$ cat config.mk
export PLATFORM = sky130hd
export DESIGN_NAME = ring_decoder
export DESIGN_NICKNAME = d
export VERILOG_FILES = /design/src/rtl/ring_pkg.sv /design/src/rtl/ring_onehot_dec.sv /design/src/rtl/ring_decoder.sv
export SDC_FILE = /design/constraint.sdc
export NUM_CORES = 1
export LEC_CHECK = 0
export ABC_AREA = 1
export BUFFER_PORTS_ARGS = -buffer_cell sky130_fd_sc_hd__buf_2
export CORE_MARGIN = 3
export CORE_UTILIZATION = 56
export CTS_CLUSTER_DIAMETER = 60
export CTS_CLUSTER_SIZE = 16
export DETAILED_ROUTE_END_ITERATION = 10
export PLACE_DENSITY = 0.82
export SYNTH_ARGS = -nofsm -noshare
export SYNTH_HDL_FRONTEND = slang
export SYNTH_SLANG_ARGS = --single-unit
$ cat constraint.sdc
create_clock -name clk -period 3 [get_ports clk]
set_input_delay 0.3 -clock clk [delete_from_list [all_inputs] [get_ports clk]]
set_output_delay 0.3 -clock clk [all_outputs]
set_load 0.02 [all_outputs]
$ cat src/rtl/ring_pkg.sv
// Shared types and defaults for the ring-counter decoder.
package ring_pkg;

   // Default ring length (number of one-hot bits).
   localparam int unsigned RING_WIDTH_DEF = 3;

   // Tracking states of the decoder.
   typedef enum logic [1:0] {
      SEARCH = 2'd0,
      TRACK  = 2'd1,
      FAULT  = 2'd2
   } state_t;

endpackage : ring_pkg

$ cat src/rtl/ring_onehot_dec.sv
// Combinational one-hot to binary decoder with a legality flag.
module ring_onehot_dec
   import ring_pkg::*;
#(
   parameter int unsigned WIDTH = RING_WIDTH_DEF,
   parameter int unsigned IDXW  = $clog2(WIDTH)
) (
   input  logic [WIDTH-1:0] ring_in,
   output logic [IDXW-1:0]  idx,
   output logic             is_onehot
);

   // OR of set-bit positions gives the index whenever exactly one bit is set;
   // zero is rejected explicitly, multiple set bits are caught by x & (x-1).
   always_comb begin
      idx       = '0;
      is_onehot = (ring_in != '0) && ((ring_in & (ring_in - WIDTH'(1))) == '0);
      for (int unsigned i = 0; i < WIDTH; i++) begin
         if (ring_in[i]) begin
            idx = idx | IDXW'(i);
         end
      end
   end

endmodule : ring_onehot_dec

$ cat src/rtl/ring_decoder.sv
// Ring-counter sample tracker: decodes the hot-bit position, checks the
// rotate-left sequence, counts revolutions and latches sticky error flags.
module ring_decoder
   import ring_pkg::*;
#(
   parameter int unsigned WIDTH = RING_WIDTH_DEF,
   parameter int unsigned IDXW  = $clog2(WIDTH)
) (
   input  logic             clk,
   input  logic             rst,
   input  logic [WIDTH-1:0] ring_in,
   input  logic             in_valid,
   input  logic             clr_err,
   output logic [IDXW-1:0]  idx,
   output logic             idx_valid,
   output logic [7:0]       lap_count,
   output logic             locked,
   output logic             err_onehot,
   output logic             err_seq
);

   state_t           state, state_n;
   logic [WIDTH-1:0] prev, prev_n;
   logic [IDXW-1:0]  idx_n;
   logic             idx_valid_n;
   logic [7:0]       lap_n;
   logic             err_onehot_n, err_seq_n;
   logic [IDXW-1:0]  dec_idx;
   logic             dec_onehot;
   logic [WIDTH-1:0] succ;

   ring_onehot_dec #(
      .WIDTH (WIDTH),
      .IDXW  (IDXW)
   ) u_dec (
      .ring_in   (ring_in),
      .idx       (dec_idx),
      .is_onehot (dec_onehot)
   );

   assign succ = {prev[WIDTH-2:0], prev[WIDTH-1]};

   // Register all state and outputs; locked is registered from the next state.
   always_ff @(posedge clk) begin
      if (rst) begin
         state      <= SEARCH;
         prev       <= '0;
         idx        <= '0;
         idx_valid  <= 1'b0;
         lap_count  <= '0;
         locked     <= 1'b0;
         err_onehot <= 1'b0;
         err_seq    <= 1'b0;
      end else begin
         state      <= state_n;
         prev       <= prev_n;
         idx        <= idx_n;
         idx_valid  <= idx_valid_n;
         lap_count  <= lap_n;
         locked     <= (state_n == TRACK);
         err_onehot <= err_onehot_n;
         err_seq    <= err_seq_n;
      end
   end

   // Next-state and output logic; the clear is applied first so that an error
   // detected in the same cycle overrides it.
   always_comb begin
      state_n      = state;
      prev_n       = prev;
      idx_n        = idx;
      idx_valid_n  = 1'b0;
      lap_n        = lap_count;
      err_onehot_n = err_onehot;
      err_seq_n    = err_seq;

      if (clr_err) begin
         err_onehot_n = 1'b0;
         err_seq_n    = 1'b0;
      end

      case (state)
         SEARCH: begin
            if (in_valid) begin
               if (dec_onehot) begin
                  prev_n      = ring_in;
                  idx_n       = dec_idx;
                  idx_valid_n = 1'b1;
                  state_n     = TRACK;
               end else begin
                  err_onehot_n = 1'b1;
               end
            end
         end
         TRACK: begin
            if (in_valid) begin
               if (!dec_onehot) begin
                  err_onehot_n = 1'b1;
                  state_n      = FAULT;
               end else if (ring_in == succ) begin
                  prev_n      = ring_in;
                  idx_n       = dec_idx;
                  idx_valid_n = 1'b1;
                  if (ring_in[0] && prev[WIDTH-1]) begin
                     lap_n = lap_count + 8'd1;
                  end
               end else begin
                  err_seq_n = 1'b1;
                  state_n   = FAULT;
               end
            end
         end
         FAULT: begin
            if (clr_err) begin
               state_n = SEARCH;
            end
         end
         default: begin
            state_n = SEARCH;
         end
      endcase
   end

endmodule : ring_decoder
# == Word-level counts from Yosys, hierarchy flattened ==
# Index checks and enable logic that the tools add are counted.
# Widths: inputs -> output; s select.
# classes
n_eq_ne,9
muxes,36
addsub,2
bitwise_logic,1
n_reduce_logical,9
# ops
operator,count
$mux 2,12
$mux 1,15
$mux 3,5
$ne 2x2->1 const B,5
$add 8x1->8 const B,1
$pmux 2 s3,1
$pmux 3 s2,1
$reduce_and 6->1,1
$reduce_and 5->1,1
$eq 2x1->1 const B,2
$pmux 2 s2,1
$and 3x3->3,1
$eq 3x3->1,1
$logic_not 3->1,1
$reduce_bool 3->1,1
$sub 3x1->3 const B,1
$eq 2x2->1 const B,1
$logic_and 1x1->1,2
$logic_not 2->1,1
$pmux 1 s2,1
$reduce_bool 2->1,1
$reduce_or 2->1,1
# totals
regBits,19
word_cells,65
out_inout_bits,14

# == Longest topological paths before layout ==
# Gate-level depths: netlist of the first run.
# depth
word_depth,8
depth_mapped,9
ltp_nobuf,9

# == By module ==
# From an unflattened synthesis of the first run, not the netlist that was laid out.
# hier_totals
hier_cells,154
area_unflattened_um2,1039.7
# modules_own_cells
module,cells_each,area_each_um2,instances,seq_area_each_um2
ring_decoder,142,985.9,1,380.4
ring_onehot_dec,12,53.8,1,0.0

# == Worst setup path before layout of the first run ==
# OpenSTA, ideal clock, no wires.
# synth_path
path_type,input to register
startpoint,input port ring_in[0]
endpoint,register lap_count[1]
setup_ns,0.116
arrival_ns,1.209
slack_ns,1.675
cell_stages,6
required_time_ns,2.884
path_cell_list,ha_1 -> nand3b_2 -> nor2_4 -> nand3_4 -> o21ai_0 -> nor2_1
# synth_between
elab_chain_cells,5
word_cells_on_any_way,8
cone_classes,add/sub: 1; eq/ne: 1; bitwise: 1; reduce/logical: 5
# synth_lines
element,line,text
"start, declared",ring_decoder.sv:11,"input logic [WIDTH-1:0] ring_in,"
$sub 3x1->3,ring_onehot_dec.sv:17,is_onehot = (ring_in != '0) && ((ring_in & (ring_in - WIDTH'(1))) == '0);
$and 3x3->3,ring_onehot_dec.sv:17,
$logic_not 3->1,ring_onehot_dec.sv:17,
$logic_and 1x1->1,ring_onehot_dec.sv:17,
$reduce_and 5->1 (no line) (*),-,
"end signal, assigned",ring_decoder.sv:59,lap_count <= lap_n;
"end, declared",ring_decoder.sv:16,"output logic [7:0] lap_count,"
# Every way passes the cells marked *; elsewhere a longest branch is shown, timed or not.
# A chain may end at the register's enable or synchronous reset.

==> flow_summary.toml, run 1 <==
[sta]
clock.fmax_ghz = 0.694
tightest_slew_ns = 0.235
fin_ws_ns = 1.56
fin_crit_ns = 1.44
timing.setup.tns_ns = 0
max_slew_margin = 0.843
rsz0062_at_grt = "no"
holdWs_ns = 0.282
skew_ns = 0.000573
setup-violations-final = 0
hold_viol = 0
fin_crit_sh = 0.480
drv_slew = 0

[cells_and_area]
post-route-util = 0.695
fin_area_um2 = 1070
drive_gt1_frac = 0.242
antenna_cells = 0
synthToLayoutAreaGrowth_pct = 13.5
stdcell_count = 177
finalNetCount = 171
fill_cells = 144

[logic_synthesis]
synthTopCellsByArea = "dfxtp_1, nand2_1, nor2_1"
synth_top_area_frac = 0.361
netlist.top_cell.by_area = "dfxtp_1"
synth_area_um2 = 943
synth-seq-cells = 17
syn_nets = 149
synth_most_common_cell = "nand2_1"
async_flop_share = 0
synth.avg_cell_area_um2 = 6.74
yosys_warnings = 0
ys_types = 20
synthCells = 140
synth-edff-count = 0
ys_seq_area_frac = 0.361
ys.flop_type = "dfxtp_1"
synthTopCellsByCount = "nand2_1, nor2_1, dfxtp_1, inv_1, nand3_1"

[critical_path]
reg2reg_depth = 7
crit_slowest_cell = "dfxtp_1"
path_buf_inv = 0
path_delay_family = "simple AND/OR/NAND/NOR gates"
critical_path.max_fanout = 4
crit_chain = "ha_1, a21oi_2, nand3_2, nand2_1, nand2_1, nand2_1, a21oi_1"
worst_setup_path_end_kind = "flop"
cp-startpoint = "idx[1]"
r2r_slack_ns = 1.56
max_stage_delay_ns = 0.34
cpMostUsedCell = "nand2_1"
rr_startpoint = "idx[1]"
worstPathArrival_ns = 1.63
critical_path_required_ns = 3.19
crit_type = "flop to flop"
cp-start-kind = "flop"
cp.depth = 7
r2r_end = "idx[0]"

[grt]
gr-usage-all-layers = 0.198
grt_pass1_vias = 762
antenna_found_initial = 0
grt_max_degree = 11
grt_pass1_wl_mm = 3.16
grt_overflow = 0

[pwr]
peakVddDrop_mv = 0.332
leakage_nw = 0.490
power.density_nw_per_um2 = 399
fin_total_pwr_uw = 427

[run]
cap_violations = 0

[hold_path]
hp-class = "input port to flop"
holdPathStages = 4
worstHoldStart = "clr_err"
hold_end = "err_seq"

[drt]
drcViolationCount = 0
postRouteWirelength_mm = 1.95
antenna_left = 0
wire_per_inst_um = 11.0
vias = 902
drt_iter0_markers = 14
first_pass_iters = 4
viasPerCell = 5.10

[status]
status = "complete, no violations"

[die]
core_area_um2 = 1540
rows = 14
num_io_pins = 21
die_h_um = 47.0
start_util = 0.612
die-area_um2 = 2210
die_x_um = 47.0

[clock_network]
post_cts_buffers = 0
cts_buffers = 3
insertion_delay_ns = 0.29
post_cts_resized = 0
clockBufferDepth = 2
numClockSinks = 17
root_buffer = "clkbuf_4"
cts_tree = "done"
clk_pin_slew_ns = 0.10
htreeDepth = 1
cts_hold_buffers = 0

[placed_design]
place_ws_ns = 1.43
placedCellCount = 173
portBuffers = 20
gp_congestion = 0.890
placed_cell_area_um2 = 1040
dpl.hpwl_mm = 1.54
## routing by layer
layer | share of wire | GRT usage | up-vias
li1 | - | - | 479
met1 | 0.49 | 0.273 | 396
met2 | 0.44 | 0.304 | 22
met3 | 0.056 | 0.0460 | 5
met4 | 0.012 | 0.0663 | 0
met5 | 0 | 0 | -
## cell usage in the layout (no fill, tap or decap)
cell type	synthesis	layout
nand2_1	34	34
nor2_1	27	27
buf_2	0	20
inv_1	17	17
dfxtp_1	17	17
nand3_1	9	9
a21oi_1	8	8
nor2_4	4	4
nand4_1	4	4
inv_2	3	3
clkbuf_4	0	3
nand3_2	2	2
nand2_2	2	2
o21ai_0	2	2
nor2_2	2	2
ha_1	2	2
a21oi_2	1	1
nand3b_2	1	1
nand3_4	1	1
nand3b_1	1	1
clkbuf_1	0	1
## sequential cells by signal, summed over array words and instances (netlist names)
| register | cells |
|---|---|
| lap_count | 8 |
| idx | 2 |
| state | 2 |
| err_onehot | 1 |
| err_seq | 1 |
| idx_valid | 1 |
| locked | 1 |
| prev | 1 |
## cells by family (layout without fill, tap and decap cells)
group / after synthesis / after routing / share of synthesized area
AOI/OAI and AO/OA: 11 / 11 / 0.0623
adders and majority gates: 2 / 2 / 0.0265
buffers and inverters: 23 / 44 / 0.0995
DFF: 17 / 17 / 0.361
and+or+nand+nor: 87 / 87 / 0.451
## where the power goes
group | switching, mW | internal (mW) | leakage, nW
combinational | 0.0452 | 0.0216 | 0.337
sequential | 0.00383 | 0.232 | 0.138
clock | 0.0730 | 0.0518 | 0.0150
## layout make-up
class / count / area (µm²) / area share
Clock buffer: 4 / 26.3 / 0.0245
Multi-Input combinational cell: 100 / 509 / 0.475
Timing Repair Buffer: 20 / 100 / 0.0935
Sequential cell: 17 / 340 / 0.318
Tap cell: 16 / 20.0 / 0.0187
Inverter: 20 / 75.1 / 0.0701
## worst max-delay path by stage
stage                         to  slack (ns)
global placement    lap_count[1]        1.49
floorplan           lap_count[1]        1.68
detailed placement  lap_count[0]        1.43
global route        lap_count[0]        1.39
finish                    idx[0]        1.56
CTS                       idx[0]        1.55
## tightest hold or removal path, stage by stage
cell and delay [ns]:
buf_2 0.07, inv_1 0.05, nand2_1 0.05, a21oi_1 0.06
Note: power is estimated with default switching activity, not from simulation.
==> run 2: changes to the inputs <==
Settings changed: CORE_UTILIZATION 56 to 47, PLACE_DENSITY 0.82 to 0.74.
Clock period 3 ns to 1.2 ns, I/O delays scaled along.
==> run 2 against run 1 <==
Against the previous run:
- the flow now finishes with violations (setup timing)
- register-to-register slack got worse by 1.7 ns
- sequential power rose to 2.5 times the previous value
- worst hold slack got worse by 0.17 ns
- clock power rose by 140%
- non-clock buffer count rose by 11
- critical path type unchanged
==> flow_summary.toml, run 2 (same netlist as run 1, synthesis figures left out) <==
[pwr]
power.density_nw_per_um2 = 896
p_seq_frac = 0.525
clkPwrFrac = 0.271
switching_share = 0.287
p_int_uw = 801
fin_total_pwr_mw = 1.12
leakage_nw = 0.562
peakVddDrop_mv = 0.598
switchingPower_uw = 323
comb_power_share = 0.205

[critical_path]
cp-start-kind = "flop"
worst_setup_path_end_kind = "flop"
worstPathArrival_ns = 1.51
critical_path_required_ns = 1.39
critical_path.max_fanout = 5
crit_type = "flop to flop"

[sta]
fin_crit_sh = 1.10
rsz0062_at_grt = "yes"
skew_ns = 0.00830
setup-violations-final = 15
hold_viol = 0
tightest_slew_ns = 0.294
fin_ws_ns = -0.121
fin_crit_ns = 1.32
max_slew_margin = 0.804
drv_slew = 0
holdWs_ns = 0.110
clock.fmax_ghz = 0.757

[cells_and_area]
fill_cells = 166
top_regs = "lap_count x8, idx x2, state x2"
synthToLayoutAreaGrowth_pct = 32.9
largest_reg_flops = 8
final_cell_mix = "nor2_1, nand2_1, buf_2"
regMostFlops = "lap_count"
post-route-util = 0.696
drive_gt1_frac = 0.401
final_common_cell = "nor2_1"
fin_area_um2 = 1250
finalNetCount = 182
antenna_cells = 0

[clock_network]
root_buffer = "clkbuf_4"
clk_pin_slew_ns = 0.10
htreeDepth = 1
cts_buffers = 3
clockBufferDepth = 2
cts_tree = "done"
numClockSinks = 17
cts_hold_buffers = 0
insertion_delay_ns = 0.28

[die]
die-area_um2 = 2580
core_area_um2 = 1800
die_h_um = 50.8
num_io_pins = 21
start_util = 0.524
die_x_um = 50.8
rows = 15

[status]
violations = "setup timing"
status = "finished with violations"

[drt]
first_pass_iters = 4
antenna_left = 0
drcViolationCount = 0
viasPerCell = 4.85
wire_per_inst_um = 10.6
drt_iter0_markers = 17
vias = 956
postRouteWirelength_mm = 2.09

[grt]
grt_max_degree = 11
grt_pass1_wl_mm = 3.54
grt_pass1_vias = 862
antenna_found_initial = 0
gr-usage-all-layers = 0.178
grt_overflow = 0

[run]
cap_violations = 0

[placed_design]
portBuffers = 20
placed_cell_area_um2 = 1150
gp_congestion = 0.815
dpl.hpwl_mm = 1.62
place_ws_ns = -0.149

[hold_path]
hp-class = "input port to flop"
==> run 2: cell types whose count changed in the layout (fill, tap and decap cells not counted), sizes merged <==
| cell | delta |
|---|---|
| buf | +11 |
==> run 2: power by group through the flow <==
stage | clock (mW) | combinational (mW) | sequential (mW)
after floorplan | 0 | 0.124 | 0.611
after global placement | 0 | 0.187 | 0.602
after detailed placement | 0 | 0.193 | 0.603
after CTS | 0.320 | 0.198 | 0.589
after global routing | 0.334 | 0.254 | 0.591
final | 0.304 | 0.230 | 0.590
==> run 2: critical path, cell delays in order, from the launching register on <==
cell and delay [ns]:
dfxtp_2 0.35, ha_4 0.22, a21oi_4 0.13, nand3_4 0.13, nor2_4 0.17, nand2_2 0.07
o21ai_1 0.12, nor2_1 0.05
==> run 2: final timing paths <==
| path | from | endpoint | slack (ns) | cells after the start |
|---|---|---|---|---|
| max | idx[1] | lap_count[0] | -0.12 | 7 |
| min | clr_err | err_seq | 0.11 | 4 |
| max reg2reg | idx[1] | lap_count[0] | -0.12 | 7 |
| min reg2reg | err_seq | err_seq | 0.47 | 2 |
==> run 2: routing by layer <==
metal / part of all wire / GRT usage / routed length, µm / up-vias
met5: 0 / 0 / 0 / -
met4: 0.0091 / 0.0673 / 19 / 0
met2: 0.46 / 0.285 / 953 / 14
li1: - / - / - / 505
met3: 0.030 / 0.0356 / 63 / 2
met1: 0.50 / 0.234 / 1050 / 435
==> run 2: area by class of cell <==
type / instances / area [µm²] / area share
clock buffers: 4 / 26.3 / 0.0210
inverters: 20 / 75.1 / 0.0599
multi-input cells: 100 / 593 / 0.473
flip-flops and latches: 17 / 345 / 0.275
well taps: 25 / 31.3 / 0.0250
repair buffers: 31 / 183 / 0.146
==> run 2: stage by stage <==
| step | setup TNS (ns) | instances |
|---|---|---|
| finish | -1.16 | 197 |
| global route | -2.58 | 197 |
| CTS | -0.916 | 195 |
| detailed placement | -1.38 | 191 |
| global placement | -0.769 | 191 |
| floorplan | -0.209 | 140 |
==> run 2: what timing repair did <==
item                                    in CTS  in global routing
buffers inserted                             0                  2
endpoints found under the hold margin        0                  0
resized for setup                            4                 14
pin swaps                                   13                  6
cloned                                       0                  0
endpoints found under the setup margin      16                 16
==> run 3: changes to the inputs <==
Settings changed: CORE_UTILIZATION 47 to 52, PLACE_DENSITY 0.74 to 0.77, SLEW_MARGIN set to 25.
Clock period 1.2 ns to 1.27 ns, I/O delays scaled along.
==> run 3 against run 2 <==
Against the previous run:
- the flow still finishes with violations (setup timing)
- fmax down 6.4%
- die area down 8.5%
- routed wire length up 13%
- via count down 1.0%
- global-route usage up 3.0 points
- worst hold slack better by 0.0045 ns
- critical path type unchanged
- largest cell class unchanged
==> flow_summary.toml, run 3 (same netlist as run 1, synthesis figures left out) <==
[status]
status = "finished with violations"
violations = "setup timing"

[drt]
drt_iter0_markers = 37
viasPerCell = 5.01
first_pass_iters = 4
vias = 946
wire_per_inst_um = 12.5
postRouteWirelength_mm = 2.36
drcViolationCount = 0
antenna_left = 0

[die]
die_x_um = 48.6
rows = 14
core_area_um2 = 1610
die-area_um2 = 2360
die_h_um = 48.6
start_util = 0.585
num_io_pins = 21

[clock_network]
clk_pin_slew_ns = 0.09
htreeDepth = 1
root_buffer = "clkbuf_4"
cts_buffers = 3
cts_tree = "done"
clockBufferDepth = 2
insertion_delay_ns = 0.29
numClockSinks = 17

[critical_path]
cp-start-kind = "flop"
critical_path_required_ns = 1.45
path_delay_family = "simple AND/OR/NAND/NOR gates"
cpMostUsedCell = "nand2_4"
cp-startpoint = "idx[1]"
crit_chain = "ha_4, a21oi_4, nand3_4, buf_4, nand2_4, nand2_4, nand2_1, a21oi_1"
rr_startpoint = "idx[1]"
critical_path.max_fanout = 4
crit_type = "flop to flop"
worst_setup_path_end_kind = "flop"
reg2reg_depth = 8
crit_slowest_cell = "dfxtp_2"
max_stage_delay_ns = 0.35
path_buf_inv = 1
cp.depth = 8
worstPathArrival_ns = 1.59

[pwr]
peakVddDrop_mv = 1.07
leakage_nw = 0.530
power.density_nw_per_um2 = 863
fin_total_pwr_mw = 1.06

[grt]
grt_overflow = 0
grt_pass1_wl_mm = 3.83
antenna_found_initial = 0
grt_max_degree = 11
gr-usage-all-layers = 0.208
grt_pass1_vias = 834

[cells_and_area]
final_cell_mix = "nand2_1, nor2_1, buf_2"
largest_reg_flops = 8
synthToLayoutAreaGrowth_pct = 30.0
final_common_cell = "nand2_1"
antenna_cells = 0
top_regs = "lap_count x8, idx x2, state x2"
regMostFlops = "lap_count"
finalNetCount = 175
fin_area_um2 = 1230
drive_gt1_frac = 0.424

[sta]
clock.fmax_ghz = 0.708
max_slew_margin = 0.774
fin_ws_ns = -0.141
tightest_slew_ns = 0.339
hold_viol = 0
skew_ns = 0.00135
setup-violations-final = 13
rsz0062_at_grt = "yes"
fin_crit_sh = 1.11
fin_crit_ns = 1.41
holdWs_ns = 0.115
drv_slew = 0

[run]
cap_violations = 0

[placed_design]
portBuffers = 20
place_ws_ns = -0.130
placed_cell_area_um2 = 1090
gp_congestion = 0.851
dpl.hpwl_mm = 1.65

[hold_path]
hp-class = "input port to flop"
worstHoldStart = "clr_err"
holdPathStages = 4
## run 3: cell types whose count changed in the layout (fill, tap and decap cells not counted), sizes merged
cell,change
buf,-7
## run 3: final timing paths
path / to / slack (ns)
max: idx[0] / -0.14
min: err_seq / 0.11
max reg2reg: idx[0] / -0.14
min reg2reg: err_onehot / 0.48
## run 3: report_power, final
group / switching (mW) / leakage [nW] / internal, mW
combinational: 0.138 / 0.374 / 0.0780
sequential: 0.00815 / 0.141 / 0.548
clock: 0.163 / 0.0150 / 0.122
## run 3: area by class of cell
type | instances | area (µm²)
multi-input combinational | 100 | 617
fill | 127 | 385
sequential | 17 | 348
timing repair buffer | 24 | 130
inverter | 20 | 75.1
tap | 24 | 30.0
clock buffer | 4 | 26.3
## run 3: metal layers
layer / part of all wire / GRT usage / routed length (µm)
met5: 0 / 0 / 0
met4: 0.022 / 0.109 / 53
met3: 0.050 / 0.0429 / 117
met2: 0.50 / 0.337 / 1180
met1: 0.43 / 0.259 / 1010
## run 3: through the flow
stage                     TNS (ns)  std cells   util
after global routing         -2.18        189  0.761
after CTS                   -0.759        188  0.701
after global placement      -0.443        184  0.679
final                        -1.09        189  0.761
after detailed placement    -0.966        184  0.679
after floorplan                  0        140      -
## run 3: worst min-delay path, delay by kind of cell
family | cells | cell delay (ns)
and+or+nand+nor | 1 | 0.06
buffers and inverters | 2 | 0.12
AOI/OAI and AO/OA | 1 | 0.06
## run 3: timing repair
item | 4_1_cts | 5_1_grt
buffers inserted | 0 | 1
hold buffers | 0 | 0
gates resized for setup | 5 | 24
setup endpoints to repair | 14 | 16
pin swaps | 10 | 15
